**src/rtl/regfile_writeback_arbiter.sv**
```systemverilog
// Purpose : shares one register-file write port between NUM_REQ writeback sources via one-entry holding buffers.
// Latency : transfer at edge E0, grant at E1, write_en high during E1..E2 (register file writes at E2).
// Backpres: req_ready[i] is the registered inverse of buffer-i full; low from the transfer edge until its grant edge.
//
// Ports:
//   clock, reset          - single rising-edge clock, asynchronous active-low reset
//   req_valid/addr/data   - per-requester write offer (slice i belongs to requester i)
//   req_ready             - per-requester buffer empty
//   write_en/_reg_addr/_reg_data_in - registered register-file write port
//   grant_id              - requester whose write is currently on the outputs
//   busy                  - any buffer full or a write in flight
//
// Build option: define WB_FIXED_PRIORITY_EN to grant the lowest-index full buffer
// instead of round-robin. Ports and latency are the same in both builds.

module regfile_writeback_arbiter #(
    parameter int NUM_REQ       = 3,
    parameter int ADDRESS_WIDTH = 5,
    parameter int REG_SIZE      = 32,
    parameter int ID_WIDTH      = 2
) (
    input  logic                          clock,
    input  logic                          reset,
    input  logic [NUM_REQ-1:0]            req_valid,
    input  logic [NUM_REQ*ADDRESS_WIDTH-1:0] req_addr,
    input  logic [NUM_REQ*REG_SIZE-1:0]   req_data,
    output logic [NUM_REQ-1:0]            req_ready,
    output logic                          write_en,
    output logic [ADDRESS_WIDTH-1:0]      write_reg_addr,
    output logic [REG_SIZE-1:0]           write_reg_data_in,
    output logic [ID_WIDTH-1:0]           grant_id,
    output logic                          busy
);

    // Holding buffers
    logic [NUM_REQ-1:0]       r_full;
    logic [ADDRESS_WIDTH-1:0] r_addr [NUM_REQ];
    logic [REG_SIZE-1:0]      r_data [NUM_REQ];

    // Output registers
    logic                     r_write_en;
    logic [ADDRESS_WIDTH-1:0] r_write_addr;
    logic [REG_SIZE-1:0]      r_write_data;
    logic [ID_WIDTH-1:0]      r_grant_id;

    // Grant selection
    logic                     w_gnt_vld;
    logic [NUM_REQ-1:0]       w_gnt_oh;
    logic [ID_WIDTH-1:0]      w_gnt_idx;
    logic [ADDRESS_WIDTH-1:0] w_sel_addr;
    logic [REG_SIZE-1:0]      w_sel_data;

`ifdef WB_FIXED_PRIORITY_EN
    // Lowest index wins; a continuously refilled low buffer can starve higher ones.
    always_comb begin
        w_gnt_vld = 1'b0;
        w_gnt_oh  = '0;
        w_gnt_idx = '0;
        for (int j = 0; j < NUM_REQ; j++) begin
            if (!w_gnt_vld && r_full[j]) begin
                w_gnt_vld   = 1'b1;
                w_gnt_oh[j] = 1'b1;
                w_gnt_idx   = ID_WIDTH'(j);
            end
        end
    end
`else
    logic [ID_WIDTH-1:0] r_last_grant;

    // Search starts one past the last winner and wraps, so every full buffer
    // is served within NUM_REQ-1 grants of another requester.
    always_comb begin
        w_gnt_vld = 1'b0;
        w_gnt_oh  = '0;
        w_gnt_idx = '0;
        for (int k = 1; k <= NUM_REQ; k++) begin
            for (int j = 0; j < NUM_REQ; j++) begin
                if (!w_gnt_vld && r_full[j] &&
                    (j == ((int'(r_last_grant) + k) % NUM_REQ))) begin
                    w_gnt_vld   = 1'b1;
                    w_gnt_oh[j] = 1'b1;
                    w_gnt_idx   = ID_WIDTH'(j);
                end
            end
        end
    end

    always_ff @(posedge clock or negedge reset) begin
        if (!reset) begin
            r_last_grant <= ID_WIDTH'(NUM_REQ - 1);
        end else if (w_gnt_vld) begin
            r_last_grant <= w_gnt_idx;
        end
    end
`endif

    // One-hot mux of the winning buffer
    always_comb begin
        w_sel_addr = '0;
        w_sel_data = '0;
        for (int j = 0; j < NUM_REQ; j++) begin
            if (w_gnt_oh[j]) begin
                w_sel_addr = r_addr[j];
                w_sel_data = r_data[j];
            end
        end
    end

    // Buffer fill/drain. Fill needs empty and drain needs full, so the two
    // never collide on the same buffer in one cycle.
    always_ff @(posedge clock or negedge reset) begin
        if (!reset) begin
            r_full <= '0;
            for (int i = 0; i < NUM_REQ; i++) begin
                r_addr[i] <= '0;
                r_data[i] <= '0;
            end
        end else begin
            for (int i = 0; i < NUM_REQ; i++) begin
                if (req_valid[i] && !r_full[i]) begin
                    r_full[i] <= 1'b1;
                    r_addr[i] <= req_addr[i*ADDRESS_WIDTH +: ADDRESS_WIDTH];
                    r_data[i] <= req_data[i*REG_SIZE +: REG_SIZE];
                end else if (w_gnt_oh[i]) begin
                    r_full[i] <= 1'b0;
                end
            end
        end
    end

    // Output port registers. A write to register 0 still uses its grant slot
    // and updates addr/data/id, but write_en is suppressed.
    always_ff @(posedge clock or negedge reset) begin
        if (!reset) begin
            r_write_en   <= 1'b0;
            r_write_addr <= '0;
            r_write_data <= '0;
            r_grant_id   <= '0;
        end else if (w_gnt_vld) begin
            r_write_en   <= (w_sel_addr != '0);
            r_write_addr <= w_sel_addr;
            r_write_data <= w_sel_data;
            r_grant_id   <= w_gnt_idx;
        end else begin
            r_write_en   <= 1'b0;
        end
    end

    assign req_ready         = ~r_full;
    assign write_en          = r_write_en;
    assign write_reg_addr    = r_write_addr;
    assign write_reg_data_in = r_write_data;
    assign grant_id          = r_grant_id;
    assign busy              = (|r_full) | r_write_en;

endmodule

```
**config.mk**
```make
export PLATFORM = sky130hd
export DESIGN_NAME = regfile_writeback_arbiter
export DESIGN_NICKNAME = d
export VERILOG_FILES = /design/src/rtl/regfile_writeback_arbiter.sv
export SDC_FILE = /design/constraint.sdc
export NUM_CORES = 1
export LEC_CHECK = 0
export CAP_MARGIN = 20
export CORE_MARGIN = 2
export CORE_UTILIZATION = 40
export CTS_CLUSTER_DIAMETER = 100
export CTS_CLUSTER_SIZE = 20
export DETAILED_ROUTE_END_ITERATION = 8
export GPL_ROUTABILITY_DRIVEN = 0
export PLACE_DENSITY = 0.67
export SLEW_MARGIN = 40
export SYNTH_ARGS = -nofsm -noshare
export SYNTH_HDL_FRONTEND = slang
export SYNTH_SLANG_ARGS = --single-unit
```
**constraint.sdc**
```tcl
create_clock -name clock -period 3.5 [get_ports clock]
set_input_delay 0.7 -clock clock [delete_from_list [all_inputs] [get_ports clock]]
set_output_delay 0.7 -clock clock [all_outputs]
set_load 0.005 [all_outputs]
```
==> reports/metrics.cfg, run 1 <==
[yosys]
synth_compound_area_frac = 0.09739
synthTopCellsByCount = dfrtp_1, mux2_2, nor2_1
yosysTopAreaCellShare = 0.6048
synth_top_family_by_area = multiplexers
yosysTopAreaCell = dfrtp_1
synth.yosys.warnings = 0
synth.most_common_cell = dfrtp_1
ys_seq_area_frac = 0.6089
postSynth.asyncResetShare = 1.000
synth.area.mux_share = 0.1962
yosysUniqueCellTypes = 33
synthFlopType = dfrtp_1
syn_nets = 611
synth_edf_count = 0
postSynthCellCount = 493
synth-xor-area-share = 0
synth.area.top_cells = dfrtp_1, mux2_2, a221oi_1
synth_adder_area_share = 0.003927
yosys_register_bits = 155
synth_area_mm2 = 0.006372
yosys.area_share.simple = 0.06695
syn_avg_cell_area_um2 = 12.93

[final_layout]
fin_util = 0.5690
fin_area_mm2 = 0.008941
nNetsFinal = 768
area_growth_syn_to_layout_pct = 40.31
drive_gt1_frac = 0.2451
final_cells = 877
n_antenna_cell = 0

[pwr]
p_per_area_mw_per_mm2 = 1028
p_total_mw = 9.193
ir_worst_vdd_mv = 0.3945
p_leak_nw = 3.687

[worst_hold_path]
holdCritPathClass = input port to async pin

[grt]
grt-ovfl-total = 0
grt_pass1_wl_um = 26100
antenna_found_initial = 0
grt_usage = 0.2041
grt_pass1_vias = 4914
grt_max_degree = 112

[floorplan]
core_area_mm2 = 0.01571
die_x_um = 130.2
num_rows = 46
die_area_mm2 = 0.01696
initial_core_util = 0.4056
die_h_um = 130.2
ios = 160

[clock_network]
insertion_delay_ns = 0.41
cts_buffers = 17
clkSinkCount = 155
postCtsSetupRepairBufs = 0
cts_hold_buffers = 0
clk_pin_slew_ns = 0.06
ctsLongestPathBuffers = 2
tritoncts = built
cts_root_buf = clkbuf_16
cts_max_level = 4
cts_repair_resize_count = 0

[setup_path]
r2r-start = r_last_grant[1]
cp-start-kind = flop
critPathMaxFanout = 22
critPathKind = flop to flop
worstSetupStartpoint = r_last_grant[1]
reg2reg_to = write_en
reg2reg_depth = 6
cp.arrival_ns = 3.04
cp-end-kind = flop
rrSetupSlack_ns = 0.73
cp-endpoint = write_en
critPathRequiredTime_ns = 3.78

[routing]
drc = 0
wl_met1_um = 6947
dr.pass1.iters = 5
wirelength_um = 16470
postRouteAntennaNets = 0
dr_wl_met3_um = 947
topRoutingLayerUsed = met4
vias = 4644
drtIter0Drc = 334
routedWlPerCell_um = 18.78
wl_met2_um = 8188
via_per_inst = 5.295

[sta]
fmax_ghz = 0.3614
fin_crit_sh = 0.7905
worst_slew_pin_slew_ns = 0.6735
period_needed_ns = 2.767
rsz0062_at_grt = no
whs_ns = 0.1887
worst_slack_ns = 0.7333
setup_tns_ns = 0
setup_viol = 0
slew_violations = 0
fin_skew_ns = 0.01137
maxSlewHeadroom = 0.5508
hold_violations = 0

[placed_design]
dpl_cell_area_mm2 = 0.008292
dpl.hpwl_um = 11270
dpl.cell_count = 846
portBuffers = 159
place_ws_ns = 0.7495

[flow_run]
maxCapViolations = 0

[outcome]
status = complete, no violations

## layout make-up
cell class | instances | area [um2]
fillers | 1302 | 6771
flip-flops and latches | 155 | 3880
multi-input cells | 299 | 2386
repair buffers | 172 | 1764
clock buffers | 22 | 454.2
well taps | 216 | 270.3
clock inverters | 8 | 167.7
inverters | 5 | 18.77
## report_power, final
group | internal (mW) | switching [mW]
combinational | 2.03 | 1.86
clock | 1.27 | 0.675
sequential | 2.77 | 0.585
## critical path, cell delays in order (launching register included)
cell,delay (ns)
dfstp_2,0.55
ha_1,0.26
or3_1,0.42
o2111a_2,0.36
a2111oi_1,0.50
o22ai_1,0.14
or4_1,0.41
## placed cells by master, fill, tap and decap left out, types with 2 or more instances in the layout
| cell | instances |
|---|---|
| a221oi_1 | 35 |
| o21ai_1 | 7 |
| nor2b_1 | 2 |
| nand2_1 | 41 |
| o21ai_0 | 28 |
| bufinv_16 | 5 |
| mux2_2 | 111 |
| a21o_1 | 4 |
| clkbuf_16 | 17 |
| clkinv_2 | 2 |
| buf_12 | 4 |
| clkdlybuf4s50_1 | 158 |
| buf_4 | 8 |
| inv_1 | 5 |
| dfrtp_1 | 154 |
| and3_1 | 2 |
| nor4_1 | 2 |
| nor2_1 | 47 |
| nor2b_4 | 3 |
| or4_1 | 2 |
| clkbuf_1 | 4 |
| ha_1 | 2 |
## registers in the layout, indices dropped and copies added (netlist names)
name and cells:
r_data 96, write_reg_data_in 32, r_addr 15, write_reg_addr 5, r_full 3, r_last_grant 2
grant_id 1, write_en 1
## layer usage
layer,up-vias,global-route usage
met5,-,0
met3,27,0.04838
met2,145,0.3228
met1,2390,0.2709
li1,2082,-
met4,0,0.08665
## worst min path at each step
stage                              start                   end  slack, ns
detailed placement  write_reg_data_in[5]  write_reg_data_in[5]       0.47
CTS                                reset            r_data[42]       0.38
finish                             reset             r_data[7]       0.19
floorplan                          reset           grant_id[1]       0.40
global placement         r_last_grant[1]       r_last_grant[1]       0.46
global route                       reset             r_data[7]       0.21
## logic make-up after synthesis
family | Yosys count
DFF | 155
muxes | 111
and+or+nand+nor | 103
AOI/OAI and AO/OA | 83
buffers and inverters | 39
adders and majority gates | 2
Note: power is estimated with default switching activity, not from simulation.
==> inputs of run 2 (changes only) <==
==> constraint.sdc (replaced) <==
create_clock -name clock -period 2.8 [get_ports clock]
set_input_delay 0.56 -clock clock [delete_from_list [all_inputs] [get_ports clock]]
set_output_delay 0.56 -clock clock [all_outputs]
set_load 0.005 [all_outputs]
==> run 2 against run 1 <==
  * Maximum frequency increased by 4.8%
  * Setup slack got worse by 0.57 ns
  * Sequential share of layout area is essentially flat
  * Highest routed layer unchanged
==> reports/metrics.cfg, run 2 (synthesized netlist as in run 1, its figures left out) <==
[final_layout]
area_growth_syn_to_layout_pct = 40.43
final_cell_mix = clkdlybuf4s50_1, dfrtp_1, mux2_2
nNetsFinal = 775
n_antenna_cell = 0
n_fill_cell = 1300
drive_gt1_frac = 0.2672
regArea_mm2 = 0.003880
largest_reg_flops = 96
layout_commonest_cell = clkdlybuf4s50_1
top_register = r_data
multi_input_area_mm2 = 0.002406
fin_area_mm2 = 0.008949
fin_util = 0.5695

[grt]
grt_usage = 0.2106
grt_pass1_vias = 4979
grt_max_degree = 77
antenna_found_initial = 0
grt.busiest_layer = met2
use_met3 = 0.04797
grt_pass1_wl_um = 26750
grt-ovfl-total = 0
use_met1 = 0.2772
gr-usage-met2 = 0.3335

[sta]
setup_viol = 0
slew_violations = 0
hold_violations = 0
rsz0062_at_grt = no
maxSlewHeadroom = 0.5307
setup_tns_ns = 0
fmax_ghz = 0.3789
period_needed_ns = 2.639
fin_crit_sh = 0.9425
fin_skew_ns = 0.01372
worst_slew_pin_slew_ns = 0.7039

[placed_design]
portBuffers = 159
dpl.hpwl_um = 11560
dpl_cell_area_mm2 = 0.008310

[floorplan]
die_x_um = 130.2
num_rows = 46
ios = 160
die_area_mm2 = 0.01696
die_h_um = 130.2
core_area_mm2 = 0.01571
initial_core_util = 0.4056

[setup_path]
critPathKind = flop to flop
critPathRequiredTime_ns = 3.08
cp-start-kind = flop
cp-end-kind = flop
r2r-start = r_last_grant[1]
cp.arrival_ns = 2.92
critPathMaxFanout = 14
worstSetupStartpoint = r_last_grant[1]

[routing]
vias = 4655
drc = 0
dr.pass1.iters = 5
postRouteAntennaNets = 0
drtIter0Drc = 280
via_per_inst = 5.254
routedWlPerCell_um = 19.19
wirelength_um = 17000

[pwr]
p_per_area_mw_per_mm2 = 1292
p_leak_nw = 3.699
ir_worst_vdd_mv = 0.5487

[clock_network]
postCtsSetupRepairBufs = 0
cts_root_buf = clkbuf_16
tritoncts = built
insertion_delay_ns = 0.42
clkSinkCount = 155
ctsLongestPathBuffers = 2
cts_buffers = 17
cts_hold_buffers = 0
cts_max_level = 4
clk_pin_slew_ns = 0.06

[flow_run]
maxCapViolations = 0

[outcome]
status = complete, no violations

[worst_hold_path]
holdCritPathClass = input port to async pin

[run 2: cell count changes in the layout (fill, tap and decap cells not counted), moves of 3 or more]
cell,before,now
clkbuf_1,4,0
clkinvlp_4,1,4
buf_4,8,19
buf_12,4,1
[run 2: path summary, 6_finish.rpt]
| kind | endpoint | slack, ns | cells past startpoint |
|---|---|---|---|
| worst max-delay path | write_en | 0.16 | 7 |
| worst min-delay path | r_data[7] | 0.17 | 1 |
| worst max register to register | write_en | 0.16 | 7 |
| worst min register to register | r_last_grant[1] | 0.47 | 2 |
| max in group asynchronous | r_last_grant[1] | 1.85 | 2 |
| min in group clock | r_last_grant[1] | 0.47 | 2 |
[run 2: worst max-delay path: stages (launching register included)]
cell and delay, ns:
dfstp_2 0.54, ha_2 0.29, or3_4 0.40, o2111a_2 0.20, buf_4 0.20, a2111oi_4 0.34, o22ai_1 0.12, or4_1 0.42
[run 2: per-stage QoR]
stage	power [mW]	hold WS [ns]	setup WS (ns)	instances
3_3_place_gp	8.955	0.4639	0.2522	854
6_report	11.56	0.1678	0.1609	886
5_1_grt	12.34	0.2142	0.03137	886
2_1_floorplan	7.066	0.2644	0.4335	493
3_5_place_dp	9.172	0.4628	0.1270	854
4_1_cts	11.61	0.1860	0.1159	886
[run 2: cell type report]
class                           count  area share
Sequential cell                   155      0.4336
Timing Repair Buffer              179      0.1962
Clock inverter                     13     0.01846
Clock buffer                       19     0.05062
Multi-Input combinational cell    299      0.2689
Inverter                            5    0.002097
Tap cell                          216     0.03020
[run 2: where the power goes]
group          leakage, nW  switching, mW  internal, mW
logic                 1.58           2.41          2.58
clock network        0.292          0.924          1.45
registers             1.83          0.729          3.46
[run 2: routing by layer]
metal	wire length [um]	vias to the layer above
li1	-	2098
met1	7586	2378
met2	8214	145
met3	771	34
met4	431	0
met5	0	-
[run 2: timing repair]
action	in CTS	in global routing
endpoints found under the hold margin	0	0
setup endpoints to repair	0	1
resized for setup	0	4
==> inputs of run 3 (changes only) <==
--- a/config.mk
+++ b/config.mk
@@ -13,6 +13,7 @@
 export DETAILED_ROUTE_END_ITERATION = 8
 export GPL_ROUTABILITY_DRIVEN = 0
 export PLACE_DENSITY = 0.67
+export RECOVER_POWER = 100
 export SLEW_MARGIN = 40
 export SYNTH_ARGS = -nofsm -noshare
 export SYNTH_HDL_FRONTEND = slang
==> run 3 against run 2 <==
  * Critical path type unchanged
  * The run now ends with capacitance limit, slew limit left
  * Final cell count unchanged
  * Largest cell class unchanged
  * Total power decreased by 2.4%
  * Design area decreased by 0.95%
==> reports/metrics.cfg, run 3 (synthesized netlist as in run 1, its figures left out) <==
[floorplan]
core_area_mm2 = 0.01571
initial_core_util = 0.4056
num_rows = 46
die_h_um = 130.2
die_x_um = 130.2
die_area_mm2 = 0.01696
ios = 160

[clock_network]
cts_buffers = 17
insertion_delay_ns = 0.42
cts_max_level = 4
postCtsSetupRepairBufs = 0
clkSinkCount = 155
tritoncts = built
cts_root_buf = clkbuf_16
clk_pin_slew_ns = 0.06
ctsLongestPathBuffers = 2

[grt]
grt_pass1_vias = 4979
grt_pass1_wl_um = 26750
grt_usage = 0.2106
grt_max_degree = 77
grt-ovfl-total = 0
antenna_found_initial = 0

[setup_path]
cp.arrival_ns = 2.93
critPathMaxFanout = 14
critPathRequiredTime_ns = 3.08
cp-start-kind = flop
critPathKind = flop to flop
cp-end-kind = flop

[routing]
postRouteAntennaNets = 0
routedWlPerCell_um = 19.13
dr.pass1.iters = 4
wirelength_um = 16950
vias = 4673
drc = 0
via_per_inst = 5.274
drtIter0Drc = 277

[pwr]
ir_worst_vdd_mv = 0.5070
p_leak_nw = 3.687
p_per_area_mw_per_mm2 = 1273
p_total_mw = 11.28

[final_layout]
area_growth_syn_to_layout_pct = 39.09
final_cell_mix = dfrtp_1, clkdlybuf4s50_1, mux2_2
n_fill_cell = 1319
n_antenna_cell = 0
drive_gt1_frac = 0.2567
top_register = r_data
nNetsFinal = 775
layout_commonest_cell = dfrtp_1
largest_reg_flops = 96

[outcome]
status = complete, but fails checks
violations = capacitance limit, slew limit

[sta]
worst_slack_ns = 0.1545
maxSlewHeadroom = -0.2441
period_needed_ns = 2.645
fin_skew_ns = 0.01299
worst_slew_pin_slew_ns = 1.866
setup_tns_ns = 0
slew_violations = 76
setup_viol = 0
hold_violations = 0
rsz0062_at_grt = no
fin_crit_sh = 0.9448
fmax_ghz = 0.3780

[flow_run]
maxCapViolations = 1

[worst_hold_path]
holdCritPathClass = flop to flop

[placed_design]
portBuffers = 159
place_ws_ns = 0.1270
dpl.hpwl_um = 11560

==> run 3: cell count changes in the layout (fill, tap and decap cells not counted), moves of 2 or more <==
cell	delta
nor2b_4	-2
nor2b_1	+2
buf_4	-14
clkdlybuf4s50_1	-46
dlygate4sd3_1	+46
o21ai_0	+7
clkbuf_1	+4
o21ai_1	-7
clkbuf_2	+11
==> run 3: area by class of cell <==
| cell class | count | area [um2] | area share |
|---|---|---|---|
| sequential | 155 | 3880 | 0.4377 |
| multi-input combinational | 299 | 2367 | 0.2671 |
| tap | 216 | 270.3 | 0.03049 |
| clock inverter | 13 | 165.2 | 0.01863 |
| timing repair buffer | 179 | 1709 | 0.1928 |
| inverter | 5 | 18.77 | 0.002117 |
| clock buffer | 19 | 452.9 | 0.05110 |
==> run 3: final timing paths <==
kind                       cells after the start                     to  slack, ns       startpoint
max in group asynchronous                      2  write_reg_data_in[16]       0.75            reset
min in group asynchronous                      1             r_data[73]       0.65            reset
setup / recovery                               7               write_en       0.15  r_last_grant[1]
hold reg to reg                                2        r_last_grant[1]       0.47  r_last_grant[1]
hold / removal                                 2        r_last_grant[1]       0.47  r_last_grant[1]
setup reg to reg                               7               write_en       0.15  r_last_grant[1]
==> run 3: worst max-delay path, stage by stage, from the launching register on <==
cell and delay [ns]:
dfstp_2 0.54, ha_2 0.29, or3_4 0.39, o2111a_1 0.19
buf_4 0.22, a2111oi_4 0.34, o22ai_1 0.13, or4_1 0.42
==> run 3: routing by layer <==
metal | global-route usage | wire, um | vias up
met1 | 0.2772 | 7371 | 2377
met5 | 0 | 0 | -
met2 | 0.3335 | 8249 | 166
met3 | 0.04797 | 882 | 35
met4 | 0.09741 | 446 | 0
li1 | - | - | 2095
==> run 3: stage by stage <==
| step | area (um2) | utilization | hold slack, ns | std cells |
|---|---|---|---|---|
| 4_1_cts | 8929 | 0.5682 | 0.1860 | 886 |
| 5_1_grt | 8864 | 0.5641 | 0.4983 | 886 |
| 3_5_place_dp | 8310 | 0.5289 | 0.4628 | 854 |
| 2_1_floorplan | 6372 | - | 0.2644 | 493 |
| 6_report | 8864 | 0.5641 | 0.4736 | 886 |
| 3_3_place_gp | 8310 | 0.5289 | 0.4639 | 854 |
==> run 3: timing repair <==
| item | in CTS | in global routing |
|---|---|---|
| endpoints found under the setup margin | 0 | 1 |
| resized for setup | 0 | 4 |
| hold buffers | 0 | 0 |
==> run 3: power breakdown <==
group | switching [mW] | internal [mW]
sequential | 0.704 | 3.46
combinational | 2.37 | 2.37
clock | 0.924 | 1.45
